<file path="config.mk">
export PLATFORM = sky130hd
export DESIGN_NAME = multicycle_ctrl
export DESIGN_NICKNAME = d
export VERILOG_FILES = /design/src/rtl/multicycle_ctrl_pkg.sv /design/src/rtl/multicycle_ctrl_decode.sv /design/src/rtl/multicycle_ctrl.sv
export SDC_FILE = /design/constraint.sdc
export NUM_CORES = 1
export LEC_CHECK = 0
export BUFFER_PORTS_ARGS = -buffer_cell sky130_fd_sc_hd__clkbuf_2
export CAP_MARGIN = 20
export CORE_MARGIN = 2
export CORE_UTILIZATION = 35
export CTS_CLUSTER_SIZE = 14
export DETAILED_ROUTE_END_ITERATION = 16
export PLACE_DENSITY = 0.71
export RECOVER_POWER = 25
export SYNTH_ARGS = -nofsm -noshare
export SYNTH_HDL_FRONTEND = slang
export SYNTH_SLANG_ARGS = --single-unit
</file>
<file path="constraint.sdc">
create_clock -name clk -period 1.5 [get_ports clk]
set_input_delay 0.3 -clock clk [delete_from_list [all_inputs] [get_ports clk]]
set_output_delay 0.3 -clock clk [all_outputs]
set_load 0.05 [all_outputs]
</file>
<file path="src/rtl/multicycle_ctrl_pkg.sv">
// Shared encodings for the multicycle controller: states, opcodes, ALU functions,
// branch conditions, the PSW layout and the decoded control-word layout.
package multicycle_ctrl_pkg;

    typedef enum logic [2:0] {
        S_IF   = 3'd0,
        S_ID   = 3'd1,
        S_EXE  = 3'd2,
        S_MEM  = 3'd3,
        S_WB   = 3'd4,
        S_HALT = 3'd5
    } state_t;

    localparam logic [4:0] OP_NOP = 5'b00000;
    localparam logic [4:0] OP_LHI = 5'b00001;
    localparam logic [4:0] OP_LLI = 5'b00010;
    localparam logic [4:0] OP_LDR = 5'b00011;
    localparam logic [4:0] OP_STR = 5'b00100;
    localparam logic [4:0] OP_ALU = 5'b00101;
    localparam logic [4:0] OP_CMP = 5'b00110;
    localparam logic [4:0] OP_B   = 5'b01000;
    localparam logic [4:0] OP_HLT = 5'b11111;

    // ALU function field doubles as the {ALUop, Flag} pair.
    localparam logic [1:0] FN_ADD = 2'b00;
    localparam logic [1:0] FN_ADC = 2'b01;
    localparam logic [1:0] FN_SUB = 2'b10;
    localparam logic [1:0] FN_SBC = 2'b11;

    localparam logic [2:0] BC_AL = 3'b000;
    localparam logic [2:0] BC_EQ = 3'b001;
    localparam logic [2:0] BC_NE = 3'b010;
    localparam logic [2:0] BC_MI = 3'b011;
    localparam logic [2:0] BC_CS = 3'b100;

    typedef struct packed {
        logic n;
        logic z;
        logic c;
    } psw_t;

    typedef struct packed {
        logic ir_write;
        logic pc_write;
        logic pc_src;
        logic mem_read;
        logic mem_write;
        logic wb_rf;
        logic wb_resource;
        logic rb_resource;
        logic oprand_b;
        logic li;
        logic buff_out_r;
        logic alu_op;
        logic flag;
        logic illegal;
    } ctrl_t;

    function automatic logic is_legal(input logic [4:0] op);
        return op inside {OP_NOP, OP_LHI, OP_LLI, OP_LDR, OP_STR,
                          OP_ALU, OP_CMP, OP_B, OP_HLT};
    endfunction

endpackage

</file>
<file path="src/rtl/multicycle_ctrl_decode.sv">
// Combinational control decoder: maps (state, instruction fields, PSW, MemReady)
// to the datapath control word.
module ctrl_decode
    import multicycle_ctrl_pkg::*;
(
    input  state_t      state,
    input  logic [4:0]  op,
    input  logic [2:0]  cond,
    input  logic [1:0]  fn,
    input  psw_t        psw,
    input  logic        mem_ready,
    output ctrl_t       ctrl
);

    logic taken;

    always_comb begin
        taken = 1'b0;
        unique case (cond)
            BC_AL:   taken = 1'b1;
            BC_EQ:   taken = psw.z;
            BC_NE:   taken = !psw.z;
            BC_MI:   taken = psw.n;
            BC_CS:   taken = psw.c;
            default: taken = 1'b0;
        endcase
    end

    always_comb begin
        // NOTE: every field gets a default before the case so no path can infer a latch.
        ctrl = '0;
        unique case (state)
            S_IF: begin
                ctrl.mem_read = 1'b1;
                ctrl.ir_write = mem_ready;
                ctrl.pc_write = mem_ready;
            end
            S_ID: begin
                ctrl.rb_resource = op inside {OP_LHI, OP_STR, OP_CMP};
                ctrl.illegal     = !is_legal(op);
            end
            S_EXE: begin
                ctrl.buff_out_r = op inside {OP_ALU, OP_LHI, OP_LLI, OP_LDR, OP_STR};
                ctrl.oprand_b   = op inside {OP_LDR, OP_STR};
                ctrl.li         = (op == OP_LHI);
                if (op == OP_ALU) begin
                    {ctrl.alu_op, ctrl.flag} = fn;
                end else if (op == OP_CMP) begin
                    {ctrl.alu_op, ctrl.flag} = FN_SUB;
                end
                if (op == OP_B) begin
                    ctrl.pc_write = taken;
                    ctrl.pc_src   = taken;
                end
            end
            S_MEM: begin
                ctrl.mem_read  = (op == OP_LDR);
                ctrl.mem_write = (op == OP_STR);
            end
            S_WB: begin
                ctrl.wb_rf       = 1'b1;
                ctrl.wb_resource = (op == OP_LDR);
            end
            default: ctrl = '0;
        endcase
    end

endmodule

</file>
<file path="src/rtl/multicycle_ctrl.sv">
// Multicycle processor controller: IF/ID/EXE/MEM/WB/HALT sequencer plus the
// PSW flag register; output decoding lives in ctrl_decode.
module multicycle_ctrl
    import multicycle_ctrl_pkg::*;
#(
    parameter bit HALT_ON_ILLEGAL = 1'b0
) (
    input  logic        clk,
    input  logic        Reset,
    input  logic [15:0] IR,
    input  logic        MemReady,
    input  logic        N,
    input  logic        Z,
    input  logic        C,
    output logic        IRWrite,
    output logic        PCWrite,
    output logic        PCsrc,
    output logic        MemRead,
    output logic        MemWrite,
    output logic        WBRF,
    output logic        WBresource,
    output logic        RBresource,
    output logic        OprandB,
    output logic        LI,
    output logic        Buff_OutR,
    output logic        ALUop,
    output logic        Flag,
    output logic        PSW_C,
    output logic        Halted,
    output logic        Illegal
);

    state_t     state;
    state_t     state_nxt;
    psw_t       psw;
    ctrl_t      dec;
    ctrl_t      ctrl;
    logic [4:0] op;

    assign op = IR[15:11];

    ctrl_decode u_decode (
        .state     (state),
        .op        (op),
        .cond      (IR[10:8]),
        .fn        (IR[1:0]),
        .psw       (psw),
        .mem_ready (MemReady),
        .ctrl      (dec)
    );

    always_comb begin
        state_nxt = state;
        unique case (state)
            S_IF:  if (MemReady) state_nxt = S_ID;
            S_ID: begin
                if (op == OP_HLT)                          state_nxt = S_HALT;
                else if (!is_legal(op))                    state_nxt = HALT_ON_ILLEGAL ? S_HALT : S_IF;
                else if (op == OP_NOP)                     state_nxt = S_IF;
                else                                       state_nxt = S_EXE;
            end
            S_EXE: begin
                if (op inside {OP_ALU, OP_LHI, OP_LLI})    state_nxt = S_WB;
                else if (op inside {OP_LDR, OP_STR})       state_nxt = S_MEM;
                else                                       state_nxt = S_IF;
            end
            S_MEM: if (MemReady) state_nxt = (op == OP_LDR) ? S_WB : S_IF;
            S_WB:  state_nxt = S_IF;
            S_HALT: state_nxt = S_HALT;
            default: state_nxt = S_IF;
        endcase
    end

    // NOTE: sequential state uses non-blocking assignments so all registers update together.
    always_ff @(posedge clk or posedge Reset) begin
        if (Reset) begin
            state <= S_IF;
        end else begin
            state <= state_nxt;
        end
    end

    always_ff @(posedge clk or posedge Reset) begin
        if (Reset) begin
            psw <= '0;
        end else if (state == S_EXE && (op == OP_ALU || op == OP_CMP)) begin
            psw <= '{n: N, z: Z, c: C};
        end
    end

    // Reset parks the FSM in IF, whose fetch strobes must stay silent until release.
    assign ctrl = Reset ? '0 : dec;

    assign IRWrite    = ctrl.ir_write;
    assign PCWrite    = ctrl.pc_write;
    assign PCsrc      = ctrl.pc_src;
    assign MemRead    = ctrl.mem_read;
    assign MemWrite   = ctrl.mem_write;
    assign WBRF       = ctrl.wb_rf;
    assign WBresource = ctrl.wb_resource;
    assign RBresource = ctrl.rb_resource;
    assign OprandB    = ctrl.oprand_b;
    assign LI         = ctrl.li;
    assign Buff_OutR  = ctrl.buff_out_r;
    assign ALUop      = ctrl.alu_op;
    assign Flag       = ctrl.flag;
    assign Illegal    = ctrl.illegal;
    assign PSW_C      = psw.c;
    assign Halted     = (state == S_HALT);

endmodule
</file>
==> impl_results.md, run 1 <==
* Drt total wl at 3.73 mm
* Die area at 2360 µm²
* Synth warnings at 0
* Leading cell types by count after synthesis: clkbuf_1 (7), nand2_1 (7), nor2_1 (7)
* Total GRT Usage at 26.5%
* Fmax at 0.492 GHz
* First-pass DRT Iterations at 4
* P&R area growth vs syn at 136%
* Final nets at 178
* CP startpoint: state[0]
* DP HPWL at 1.93 mm
* Floorplan row count at 16
* Die Span Y at 48.6 µm
* Seq. cell area at 153 µm²
* Initial Utilization at 36.3%
* Vias per cell at 5.98
* Syn avg cell area at 7.66 µm²
* Final ANT Viol Nets at 0
* Final Cell Area at 1650 µm²
* Core area at 1920 µm²
* Antenna diodes at 0
* # clock sinks at 6
* Crit path DAT at 1.73 ns
* CTS Root Cell: clkbuf_4
* Data required, critical path at 1.20 ns
* Overall Power at 888 µW
* CP Max Fanout at 5
* Tightest Pin Transition at 0.374 ns
* Post-synth EDFFs at 0
* RR Startpoint: state[0]
* Flops & latches, synth at 6
* Max Buffers Root-to-Sink at 2
* Final Hold Vio Count at 0
* Worst Hold Class: primary input to asynchronous set/reset pin
* Cts hold-fix bufs at 0
* Cell count after synthesis at 91
* Worst setup SP type: register
* Max transition margin at 75.0%
* Largest net degree at the start of global routing at 14
* H-tree depth at 1
* Gr ovfl total at 0
* Area occupied by multi-input gates at 758 µm²
* Largest area contributor in the netlist: dfrtp_1
* Tcrit/Tclk final at 136%
* Critical R2R Capture: PSW_C
* Number of global-route vias before repair at 1054
* Place WS at -0.295 ns
* DRT iter0 DRCs at 60
* Clock-pin slew on the worst setup and hold paths at 0.05 ns
* Placed inst area at 1320 µm²
* Synth cell types at 41
* Vias at 1083
* Sequential share of the synthesized area at 21.5%
* Setup-failing EPs final at 18
* Unrepaired setup endpoints after global routing: yes
* Final core utilization at 85.7%
* Critical path capture point type: output pin
* Fillers at 92
* Clk_skew at 0.00467 ns
* PD cells at 539 nW/µm²
* Final slew viol count at 0
* Worst skew pair latency at 0.24 ns
* Syn nets at 113
* R2R cell count at 4
* Final worst setup slack at -0.533 ns
* Share of layout cells above drive strength 1 at 74.0%
* Asr flop ratio synth at 100%
* Number of buffers created by CTS at 3
* PortBufs at 31
* Avg WL per Cell at 20.6 µm
* Maximum VDD drop at 0.000643 V
* Io pins at 38
* MaxCap Viol Count at 0
* Residual DRC at 0
* CTS tree: built
* Top area cells in the synthesized netlist: dfrtp_1 (22%), mux2_2 (6.5%), clkbuf_1 (3.8%)
* Tmin final at 2.03 ns
* Die Wd at 48.6 µm
* Synth Flop Type: dfrtp_1
* Final GP Congestion at 0.791
* Failing checks: setup timing
* CP Class: register to output pin
* Initial antenna violation count at 0
* First-pass GRT wire length at 4.89 mm
* R2R Setup Slk at -0.35 ns
* Run status: complete, but fails checks
* Synth top area share at 21.5%
* Cell Area, Synth at 697 µm²
* Leak Pwr at 0.714 nW
-- state kept, by name, summed over array words and instances (netlist names) --
| name | cells |
|---|---|
| state | 3 |
| psw | 2 |
| PSW_C | 1 |
-- per-layer routing --
layer | share of wire [%] | GRT usage, % | vias up
met5 | 0 | 0 | -
met4 | 7.0 | 11.0 | 0
met3 | 8.1 | 2.47 | 31
met2 | 48 | 47.0 | 95
met1 | 37 | 32.7 | 490
li1 | - | - | 467
-- cell families after synthesis --
logic type	count (synthesis)	synth area share, %
XOR/XNOR	1	1.26
flip-flops	6	21.5
buffers and inverters	14	8.62
multiplexers	4	6.46
AO/OA/AOI/OAI	21	25.3
AND/OR/NAND/NOR	45	36.8
-- placed cells by master, fill, tap and decap left out, types with 3 or more instances in the layout --
cell / count
dfrtp_1: 4
nor2b_1: 3
clkbuf_2: 15
buf_4: 28
buf_6: 7
nor3_4: 3
nor2_4: 3
mux2_4: 4
buf_12: 4
buf_8: 10
clkbuf_4: 3
nor2_1: 3
nand2_1: 4
inv_1: 3
-- critical path, stage by stage (launching register included) --
cell     delay (ns)
dfrtp_2        0.46
nor4b_4        0.37
nand3_2        0.16
buf_4          0.17
a21oi_4        0.16
buf_8          0.17
-- cell type report --
type                            count  share of cell area [%]
Clock buffer                        3                    1.37
Inverter                            6                    1.67
Multi-Input combinational cell     71                    46.0
Sequential cell                     6                    9.27
Tap cell                           27                    2.05
Timing Repair Buffer               68                    39.6
-- power breakdown --
group / internal, mW / total, mW / switching, mW
Sequential: 0.181 / 0.210 / 0.0296
Clock: 0.0902 / 0.145 / 0.0543
Combinational: 0.248 / 0.533 / 0.284
Total: 0.519 / 0.888 / 0.368
-- stage by stage --
stage / setup TNS (ns) / instances / hold WS, ns
finish: -6.74 / 181 / 0.250
detailed placement: -3.74 / 168 / 0.429
CTS: -6.40 / 174 / 0.183
floorplan: -2.79 / 91 / 0.368
global route: -7.61 / 181 / 0.261
global placement: -3.19 / 168 / 0.402
-- how the worst max path moves through the flow --
stage	to	slack, ns	cells past startpoint
after global placement	Buff_OutR	-0.25	4
after detailed placement	Buff_OutR	-0.30	4
after floorplan	PCWrite	-0.34	4
final	PCsrc	-0.53	5
after CTS	Buff_OutR	-0.48	4
after global routing	Buff_OutR	-0.58	4
-- repair_timing --
item	4_1_cts	5_1_grt
buffers inserted	3	8
pin swaps	5	7
endpoints found under the setup margin	18	18
gates resized for setup	43	18
No activity file was read; power rests on OpenSTA's default activity.
==> inputs of run 2 (changes only) <==
--- a/config.mk
+++ b/config.mk
@@ -7,12 +7,13 @@
 export LEC_CHECK = 0
 export BUFFER_PORTS_ARGS = -buffer_cell sky130_fd_sc_hd__clkbuf_2
 export CAP_MARGIN = 20
-export CORE_MARGIN = 2
+export CORE_MARGIN = 4
 export CORE_UTILIZATION = 35
 export CTS_CLUSTER_SIZE = 14
 export DETAILED_ROUTE_END_ITERATION = 16
 export PLACE_DENSITY = 0.71
 export RECOVER_POWER = 25
+export SETUP_SLACK_MARGIN = 0.05
 export SYNTH_ARGS = -nofsm -noshare
 export SYNTH_HDL_FRONTEND = slang
 export SYNTH_SLANG_ARGS = --single-unit
==> constraint.sdc (replaced) <==
create_clock -name clk -period 1.5 [get_ports clk]
set_input_delay 0.3 -clock clk [delete_from_list [all_inputs] [get_ports clk]]
set_output_delay 0.3 -clock clk [all_outputs]
set_load 0.02 [all_outputs]
==> impl_results.md, run 2 (synthesis gave the netlist of run 1 again) <==
* Run status: complete, but fails checks
* Failing checks: setup timing
* Max Buffers Root-to-Sink at 2 (unchanged)
* Maximum VDD drop at 0.000478 V (-26%)
* DP HPWL at 2.03 mm (+5.3%)
* Antenna diodes at 0 (unchanged)
* Io pins at 38 (unchanged)
* Final Hold Vio Count at 0 (unchanged)
* Clk pwr share at 19.0% (+2.7 points)
* CTS Root Cell: clkbuf_4
* CP Max Fanout at 4 (-1)
* Crit path DAT at 1.62 ns (-0.11 ns)
* Switching power total at 281 µW (-24%)
* First-pass GRT wire length at 4.17 mm (-15%)
* Tcrit/Tclk final at 128% (-7.5 points)
* Max transition margin at 75.6% (+0.53 points)
* Largest Register: state
* Met3 wire len at 92 µm (-70%)
* Setup TNS at -5.25 ns (+1.49 ns)
* Residual DRC at 0 (unchanged)
* Max incr delay on CP at 0.44 ns (-0.02 ns)
* Worst path cell trace: nor4b_4, nand2_2, a211oi_4, clkbuf_8
* MaxCap Viol Count at 0 (unchanged)
* Core area at 1800 µm² (-6.2%)
* CTS tree: built
* Unrepaired setup endpoints after global routing: yes
* PortBufs at 31 (unchanged)
* Most common cell after layout, fill and taps aside: buf_4
* Logic pwr share at 54.2% (-5.8 points)
* Drt total wl at 2.75 mm (-26%)
* Fmax at 0.521 GHz (+5.9%)
* Initial Utilization at 38.7% (+2.4 points)
* Worst setup SP type: register
* Leak Pwr at 0.650 nW (-8.9%)
* Final hold slack at 0.229 ns (-0.0205 ns)
* Share of layout cells above drive strength 1 at 66.9% (-7.1 points)
* Inst Count DP at 165 (-1.8%)
* Largest net degree at the start of global routing at 11 (-3)
* Met2 Wirelength at 1.63 mm (-8.4%)
* Tightest Pin Transition at 0.365 ns (-0.00857 ns)
* Final GP Congestion at 0.803 (+1.5%)
* Worst skew pair latency at 0.24 ns (about the same)
* Die area at 2770 µm² (+17%)
* CP startpoint: state[0]
* Buffers plus inverters on the worst setup path at 1 (-1)
* Vias at 920 (-15%)
* Floorplan row count at 15 (-1)
* # clock sinks at 6 (unchanged)
* RR Startpoint: state[2]
* DRT iter0 DRCs at 24 (-60%)
* Avg WL per Cell at 15.9 µm (-23%)
* Worst Hold Class: primary input to asynchronous set/reset pin
* Initial antenna violation count at 0 (unchanged)
* Met1 WL at 1.03 mm (-26%)
* Clk_skew at 0.00831 ns (+0.00364 ns)
* Die Span Y at 52.6 µm (+8.2%)
* Switching portion of total power at 37.1% (-4.4 points)
* Gr ovfl total at 0 (unchanged)
* Final slew viol count at 0 (unchanged)
* Data required, critical path at 1.20 ns (about the same)
* Die Wd at 52.6 µm (+8.2%)
* Final ANT Viol Nets at 0 (unchanged)
* Max reg flops at 3 (unchanged)
* Clock-pin slew on the worst setup and hold paths at 0.05 ns (about the same)
* Crit-path slowest cell: dfrtp_2
* CP Class: register to output pin
* Total GRT Usage at 20.2% (-6.3 points)
* Most frequent cells in the layout: buf_4 (30), clkbuf_2 (18)
* Reg power frac at 26.8% (+3.1 points)
* Cell Count, Final, Fillers Out at 173 (-4.4%)
* Uppermost layer routed: met3
* Cts hold-fix bufs at 0 (unchanged)
* Vias per cell at 5.32 (-11%)
* Number of buffers created by CTS at 3 (unchanged)
* Internal power at 476 µW (-8.4%)
* H-tree depth at 1 (unchanged)
* PD cells at 533 nW/µm² (-1.2%)
* Final worst setup slack at -0.419 ns (+0.113 ns)
* Number of global-route vias before repair at 933 (-11%)
* R2R Setup Slk at -0.32 ns (+0.03 ns)
* Final nets at 172 (-3.4%)
* P&R area growth vs syn at 104%
* Setup-failing EPs final at 18 (unchanged)
* First-pass DRT Iterations at 4 (unchanged)
* Critical path capture point type: output pin
* Tmin final at 1.92 ns (-0.113 ns)
* Cell family with most CP delay: simple AND/OR/NAND/NOR gates
[run 2: final timing paths]
check | endpoint | cells after the start
setup / recovery | Buff_OutR | 4
hold / removal | psw[2] | 3
setup reg to reg | psw[2] | 4
hold reg to reg | psw[1] | 1
max in group asynchronous | state[0] | 3
min in group clk | PSW_C | 2
[run 2: cell type report]
type                            instances  area, µm²
Sequential cell                         6        151
Clock buffer                            3       22.5
Fill cell                             127        382
Inverter                                6       25.0
Timing Repair Buffer                   62        482
Tap cell                               25       31.3
Multi-Input combinational cell         71        708
[run 2: power groups by stage]
stage | Sequential (mW) | Clock (mW) | Combinational [mW]
2_1_floorplan | 0.196 | 0 | 0.212
3_3_place_gp | 0.200 | 0 | 0.314
3_5_place_dp | 0.201 | 0 | 0.323
4_1_cts | 0.201 | 0.144 | 0.361
5_1_grt | 0.205 | 0.153 | 0.440
6_report | 0.203 | 0.144 | 0.410
[run 2: stage by stage]
step / utilization, % / worst slack (ns) / power [mW] / cell area [µm²]
2_1_floorplan: - / -0.100 / 0.407 / 875
3_3_place_gp: 65.6 / -0.213 / 0.514 / 1180
3_5_place_dp: 65.6 / -0.218 / 0.523 / 1180
4_1_cts: 73.8 / -0.411 / 0.706 / 1330
5_1_grt: 78.8 / -0.468 / 0.799 / 1420
6_report: 78.8 / -0.419 / 0.756 / 1420
[run 2: worst reg2reg max path: stages (launching register included)]
cell	delay, ns
dfrtp_1	0.39
or4_4	0.58
buf_6	0.14
a211oi_4	0.26
mux2_4	0.34
[run 2: repair_timing]
action	CTS	global route
setup endpoints to repair	18	18
pin swaps	6	3
buffers inserted	1	4
hold endpoints to repair	0	0
gates resized for setup	29	22
[run 2: layer usage]
metal	vias up	GRT usage [%]
li1	460	-
met1	435	22.1
met2	25	41.3
met3	0	1.99
met4	0	2.55
met5	-	0
